$ cat config.mk
export PLATFORM = sky130hd
export DESIGN_NAME = regdeslo_seq
export DESIGN_NICKNAME = d
export VERILOG_FILES = /design/src/rtl/regdeslo_seq.sv
export SDC_FILE = /design/constraint.sdc
export NUM_CORES = 1
export LEC_CHECK = 0
export CORE_UTILIZATION = 47
export DETAILED_ROUTE_END_ITERATION = 16
export HOLD_SLACK_MARGIN = 0.08
export PLACE_DENSITY_LB_ADDON = 0.15
export SLEW_MARGIN = 20
export SYNTH_ARGS = -nofsm -noshare
export SYNTH_HDL_FRONTEND = slang
export SYNTH_SLANG_ARGS = --single-unit
$ cat constraint.sdc
create_clock -name clk -period 2.5 [get_ports clk]
set_input_delay 0.375 -clock clk [delete_from_list [all_inputs] [get_ports clk]]
set_output_delay 0.375 -clock clk [all_outputs]
set_load 0.005 [all_outputs]
$ cat src/rtl/regdeslo_seq.sv
// ---------------------------------------------------------------------------
// regdeslo_seq
//
// Command sequencer in front of the 8-bit shift register
// (register op codes: 0 hold, 1 shift left, 2 shift right, 3 parallel load).
// Turns LOAD / SHL / SHR / LDSHL commands, accepted over a valid/ready
// handshake, into the per-cycle op / in_serial / in_paralelo drive the
// register expects. Completion is flagged with a one-cycle done pulse.
//
// Ports
//   clk          single clock, all state changes on the rising edge
//   rst          synchronous active-high reset
//   cmd_valid    command present
//   cmd_ready    sequencer accepts a command this cycle (state IDLE)
//   cmd_kind     0 LOAD, 1 SHL, 2 SHR, 3 LDSHL (load then shift left)
//   cmd_data     parallel value for LOAD / LDSHL
//   cmd_count    number of one-place shifts (ignored for LOAD)
//   op           op code to the shift register
//   in_serial    shift enable, high only during shift cycles
//   in_paralelo  latched cmd_data, changes only on LOAD/LDSHL acceptance
//   busy         FSM not in IDLE
//   done         one-cycle completion pulse
//
// Every output is decoded from registered state only, so nothing on the
// cmd_* inputs can reach op / in_serial combinationally.
// ---------------------------------------------------------------------------
module regdeslo_seq #(
   parameter int CNT_W = 4
) (
   input  logic             clk,
   input  logic             rst,
   input  logic             cmd_valid,
   output logic             cmd_ready,
   input  logic [1:0]       cmd_kind,
   input  logic [7:0]       cmd_data,
   input  logic [CNT_W-1:0] cmd_count,
   output logic [1:0]       op,
   output logic             in_serial,
   output logic [7:0]       in_paralelo,
   output logic             busy,
   output logic             done
);

   // Command kinds
   localparam logic [1:0] K_LOAD  = 2'd0;
   localparam logic [1:0] K_SHL   = 2'd1;
   localparam logic [1:0] K_SHR   = 2'd2;
   localparam logic [1:0] K_LDSHL = 2'd3;

   // Register op codes
   localparam logic [1:0] OP_HOLD = 2'd0;
   localparam logic [1:0] OP_SHL  = 2'd1;
   localparam logic [1:0] OP_SHR  = 2'd2;
   localparam logic [1:0] OP_LOAD = 2'd3;

   typedef enum logic [1:0] {
      ST_IDLE  = 2'd0,
      ST_LOAD  = 2'd1,
      ST_SHIFT = 2'd2,
      ST_DONE  = 2'd3
   } state_t;

   state_t           r_state;
   state_t           w_state_next;
   logic [1:0]       r_kind;
   logic [CNT_W-1:0] r_rem;
   logic [7:0]       r_data;

   logic             w_accept;
   logic             w_cmd_is_load;
   logic             w_cmd_count_zero;

   assign w_accept         = (r_state == ST_IDLE) && cmd_valid;
   assign w_cmd_is_load    = (cmd_kind == K_LOAD) || (cmd_kind == K_LDSHL);
   assign w_cmd_count_zero = (cmd_count == '0);

   // ------------------------------------------------------------------
   // State register
   // ------------------------------------------------------------------
   always_ff @(posedge clk) begin
      if (rst) begin
         r_state <= ST_IDLE;
      end else begin
         r_state <= w_state_next;
      end
   end

   // ------------------------------------------------------------------
   // Next-state and output decode
   // ------------------------------------------------------------------
   always_comb begin
      w_state_next = r_state;
      op           = OP_HOLD;
      in_serial    = 1'b0;
      cmd_ready    = 1'b0;
      busy         = 1'b1;
      done         = 1'b0;

      unique case (r_state)
         ST_IDLE: begin
            cmd_ready = 1'b1;
            busy      = 1'b0;
            if (cmd_valid) begin
               if (w_cmd_is_load) begin
                  w_state_next = ST_LOAD;
               end else if (w_cmd_count_zero) begin
                  w_state_next = ST_DONE;
               end else begin
                  w_state_next = ST_SHIFT;
               end
            end
         end

         ST_LOAD: begin
            op = OP_LOAD;
            // r_rem is forced to zero for plain LOAD at acceptance, so a
            // non-zero remainder here can only come from an LDSHL.
            if ((r_kind == K_LDSHL) && (r_rem != '0)) begin
               w_state_next = ST_SHIFT;
            end else begin
               w_state_next = ST_DONE;
            end
         end

         ST_SHIFT: begin
            op        = (r_kind == K_SHR) ? OP_SHR : OP_SHL;
            in_serial = 1'b1;
            // Leaving on remaining==1 issues exactly `count` shift cycles.
            // The <=1 test also guards against a stuck FSM should r_rem
            // ever be zero here.
            if (r_rem <= CNT_W'(1)) begin
               w_state_next = ST_DONE;
            end
         end

         ST_DONE: begin
            done         = 1'b1;
            w_state_next = ST_IDLE;
         end

         default: begin
            w_state_next = ST_IDLE;
         end
      endcase
   end

   // ------------------------------------------------------------------
   // Command latch: kind and remaining shift count
   // ------------------------------------------------------------------
   always_ff @(posedge clk) begin
      if (rst) begin
         r_kind <= K_LOAD;
         r_rem  <= '0;
      end else if (w_accept) begin
         r_kind <= cmd_kind;
         r_rem  <= (cmd_kind == K_LOAD) ? '0 : cmd_count;
      end else if (r_state == ST_SHIFT) begin
         // Never decrements below zero: the FSM leaves SHIFT at 1.
         if (r_rem != '0) begin
            r_rem <= r_rem - CNT_W'(1);
         end
      end
   end

   // ------------------------------------------------------------------
   // Parallel data latch; SHL/SHR leave the previous value in place
   // ------------------------------------------------------------------
   for (genvar gi = 0; gi < 8; gi++) begin : g_data
      always_ff @(posedge clk) begin
         if (rst) begin
            r_data[gi] <= 1'b0;
         end else if (w_accept && w_cmd_is_load) begin
            r_data[gi] <= cmd_data[gi];
         end
      end
   end

   assign in_paralelo = r_data;

endmodule

==> impl_results.md <==
* Die footprint at 0.00211 mm2
* Storage element area at approximately 320 um2
* Synth warn at 0
* Post-CTS Repair Setup Buffers at 0
* Placed Cells at approximately 160
* Final hold viol count at 0
* Max-slew violation count at 0
* First-pass GRT wire length at 3340 um
* Pint at 0.745 mW
* DRC at 0
* # rows at 15
* Worst skew pair latency at 290 ps
* Worst vdd ir at 0.537 mV
* Vias at 840
* Initial antenna violation count at 0
* Cell count after synthesis at 112
* I/O pin count at 31
* Setup CP Type: flip-flop to primary output
* DR vias/cell at 5.03
* Routed wire per std cell at 12.3 um
* Outcome: finished, final reports clean
* Cell area after synthesis at a little over 900 um2
* CP max FO at 10
* Share of layout cells above drive strength 1 at about 9.9%
* Routed wire length at 2060 um
* Critical Path End Type: primary output
* Initial Util at 51.3%
* Starting DRT DRC Count at 11
* Arr. time, crit path at 1890 ps
* Maximum clock frequency at 441 MHz
* RSZ-0062 raised after global routing: false
* Clock share of power at approximately 15%
* Sw Pwr at 0.457 mW
* Type of origin of the critical path: flip-flop
* Largest net degree at the start of global routing at 12
* Worst-path clk slew at 110 ps
* Period utilization at between 90 and 100%
* Grt total ovfl at 0
* Detailed Routing Iterations Pass 1 at 4
* H-tree levels at 1
* Vias in the first global route at 783
* Setup_tns at 0 ps
* Worst rel slew slack at 62.4%
* Multi-input logic area at 527 um2
* Core area at 0.00176 mm2
* Class of the worst hold path: flip-flop to flip-flop
* Critical Path RT at 2120 ps
* Antenna-violating nets left at 0
* Part of the power in registers at 29.7%
* Number of nets in the layout at between 150 and 200
* Worst Max-Slew Pin Slew at 559 ps
* Max_cap viols at 0
* Seq/Total Area, Yosys at about 35%
* Clock Skews at about 8 ps
* Antenna cells at 0
* Root buf cell: clkbuf_4
* DP HPWL at approximately 1500 um
* Sink Count at 16
* Area Growth Syn to Fin at 39.1%
* CTS Hold Buffers Added at 0
* Total track usage at 22.3%
* TritonCTS clock tree: built
* Clk buf depth at 2
* Synth cell types at 37
* Post-Layout Cell Count at 167
* Setup violators final at 0
* Die Width at 45.9 um
* CTS resizes at 0
* FILL cells at ~160
* Switching part of the total power at 38.0%
* CTS buffer count at 3
* Count of input and output buffers at 30
* LEAKAGE at 0.492 nW
* Comb power frac at 55.3%
* Routability cong. at 0.804
* P per Cell Area at around 950 mW/mm2
* Post-synth net total at 138
* Final min period at roughly 2300 ps
* Design Power at 1.20 mW
* Syn_area_per_cell at 8.09 um2
* Die Y at 45.9 um
* Register bit total from synthesis at 16
[worst paths after layout]
path	start	endpoint	slack [ps]	depth (start not counted)
setup / recovery	r_state[0]	op[0]	230	5
hold / removal	in_paralelo[5]	in_paralelo[5]	460	2
setup reg to reg	r_state[0]	in_paralelo[0]	700	6
hold reg to reg	in_paralelo[5]	in_paralelo[5]	460	2
[through the flow]
step,setup slack [ps],hold WS [ps],instance area (um2),util (%)
after floorplan,862,453,906,-
after global placement,528,442,1220,69.2
after detailed placement,460,450,1220,69.2
after CTS,120,462,1260,71.3
after global routing,121,494,1260,71.4
final,232,461,1260,71.4
[power groups by stage]
| stage | sequential [mW] | combinational, mW | clock, mW |
|---|---|---|---|
| after global placement | 0.359 | 0.641 | 0 |
| after global routing | 0.366 | 0.729 | 0.190 |
| after CTS | 0.356 | 0.664 | 0.185 |
| after detailed placement | 0.362 | 0.656 | 0 |
| final | 0.357 | 0.665 | 0.180 |
| after floorplan | 0.355 | 0.434 | 0 |
[placed cells by master (no fill, tap or decap), types with 2 or more instances in the layout]
cell type,count
nand2_1,20
a21oi_1,14
clkdlybuf4s50_1,30
a21boi_0,2
dfxtp_1,16
inv_1,10
nor2_1,4
nor3b_1,2
ha_1,8
nand3_1,3
o21ai_0,2
a31oi_1,3
clkbuf_4,3
[layer usage]
layer	track usage [%]	vias to the layer above	share of wire, %	routed length [um]
li1	-	438	-	-
met1	25.5	377	44	916
met2	41.7	23	51	1050
met3	3.17	2	4.2	86
met4	7.06	0	0.63	13
met5	0	-	0	0
[worst max-delay path: stages, from the launching register on]
cell and delay, ps:
dfxtp_1 350, inv_1 130, ha_2 310, o21ai_0 120
a21boi_0 180, clkdlybuf4s50_1 520
[registers in the layout (all words and copies together), names as in the netlist]
register / count
r_kind: 2
r_rem: 4
r_state: 2
in_paralelo: 8
[cell type report]
class,count,area share [%]
inverters,10,2.98
multi-input cells,81,41.8
repair buffers,31,24.4
well taps,25,2.48
clock buffers,4,2.88
flip-flops and latches,16,25.4
[cell families (layout without fill, tap and decap cells)]
family	count (synthesis)	after routing	share of synthesized area [%]
XOR/XNOR	1	1	0.967
flip-flops	16	16	35.4
AND/OR/NAND/NOR	42	42	23.5
AO/OA/AOI/OAI	27	27	18.6
multiplexers	2	2	2.35
adder cells (fa/ha/maj)	9	9	12.4
buffers and inverters	15	45	6.77
[cells in the mapped netlist]
| master | instances | share of area [%] |
|---|---|---|
| nand4_1 | 1 | 0.69 |
| nor3_1 | 1 | 0.55 |
| nand3b_1 | 1 | 0.83 |
| nand2_1 | 20 | 8.3 |
| ha_1 | 9 | 12 |
| a21o_2 | 1 | 0.97 |
| nand2b_1 | 1 | 0.69 |
| and2_1 | 1 | 0.69 |
| or3_1 | 1 | 0.69 |
| clkbuf_1 | 2 | 0.83 |
| nor3b_1 | 2 | 1.7 |
| a21oi_1 | 14 | 7.7 |
| or2_2 | 1 | 0.69 |
| a21boi_0 | 2 | 1.7 |
| buf_1 | 1 | 0.41 |
| a31oi_1 | 3 | 2.1 |
| o21ai_0 | 2 | 1.1 |
| mux2i_1 | 1 | 1.1 |
| xnor2_1 | 1 | 0.97 |
| or4_1 | 1 | 0.83 |
| mux2_2 | 1 | 1.2 |
| nor4b_1 | 1 | 0.97 |
| a211oi_2 | 1 | 1.4 |
| and2b_2 | 1 | 0.97 |
| a211oi_1 | 1 | 0.83 |
| or3b_4 | 1 | 1.2 |
| nor2_1 | 4 | 1.7 |
| a41o_1 | 1 | 1.1 |
| nand3_1 | 3 | 1.7 |
| nor2_2 | 1 | 0.69 |
| buf_4 | 1 | 0.83 |
| dfxtp_1 | 16 | 35 |
| inv_1 | 10 | 4.1 |
| o31ai_1 | 1 | 0.83 |
| nand2_2 | 1 | 0.69 |
| buf_2 | 1 | 0.55 |
| a311oi_1 | 1 | 0.97 |
No activity file was read; power rests on OpenSTA's default activity.
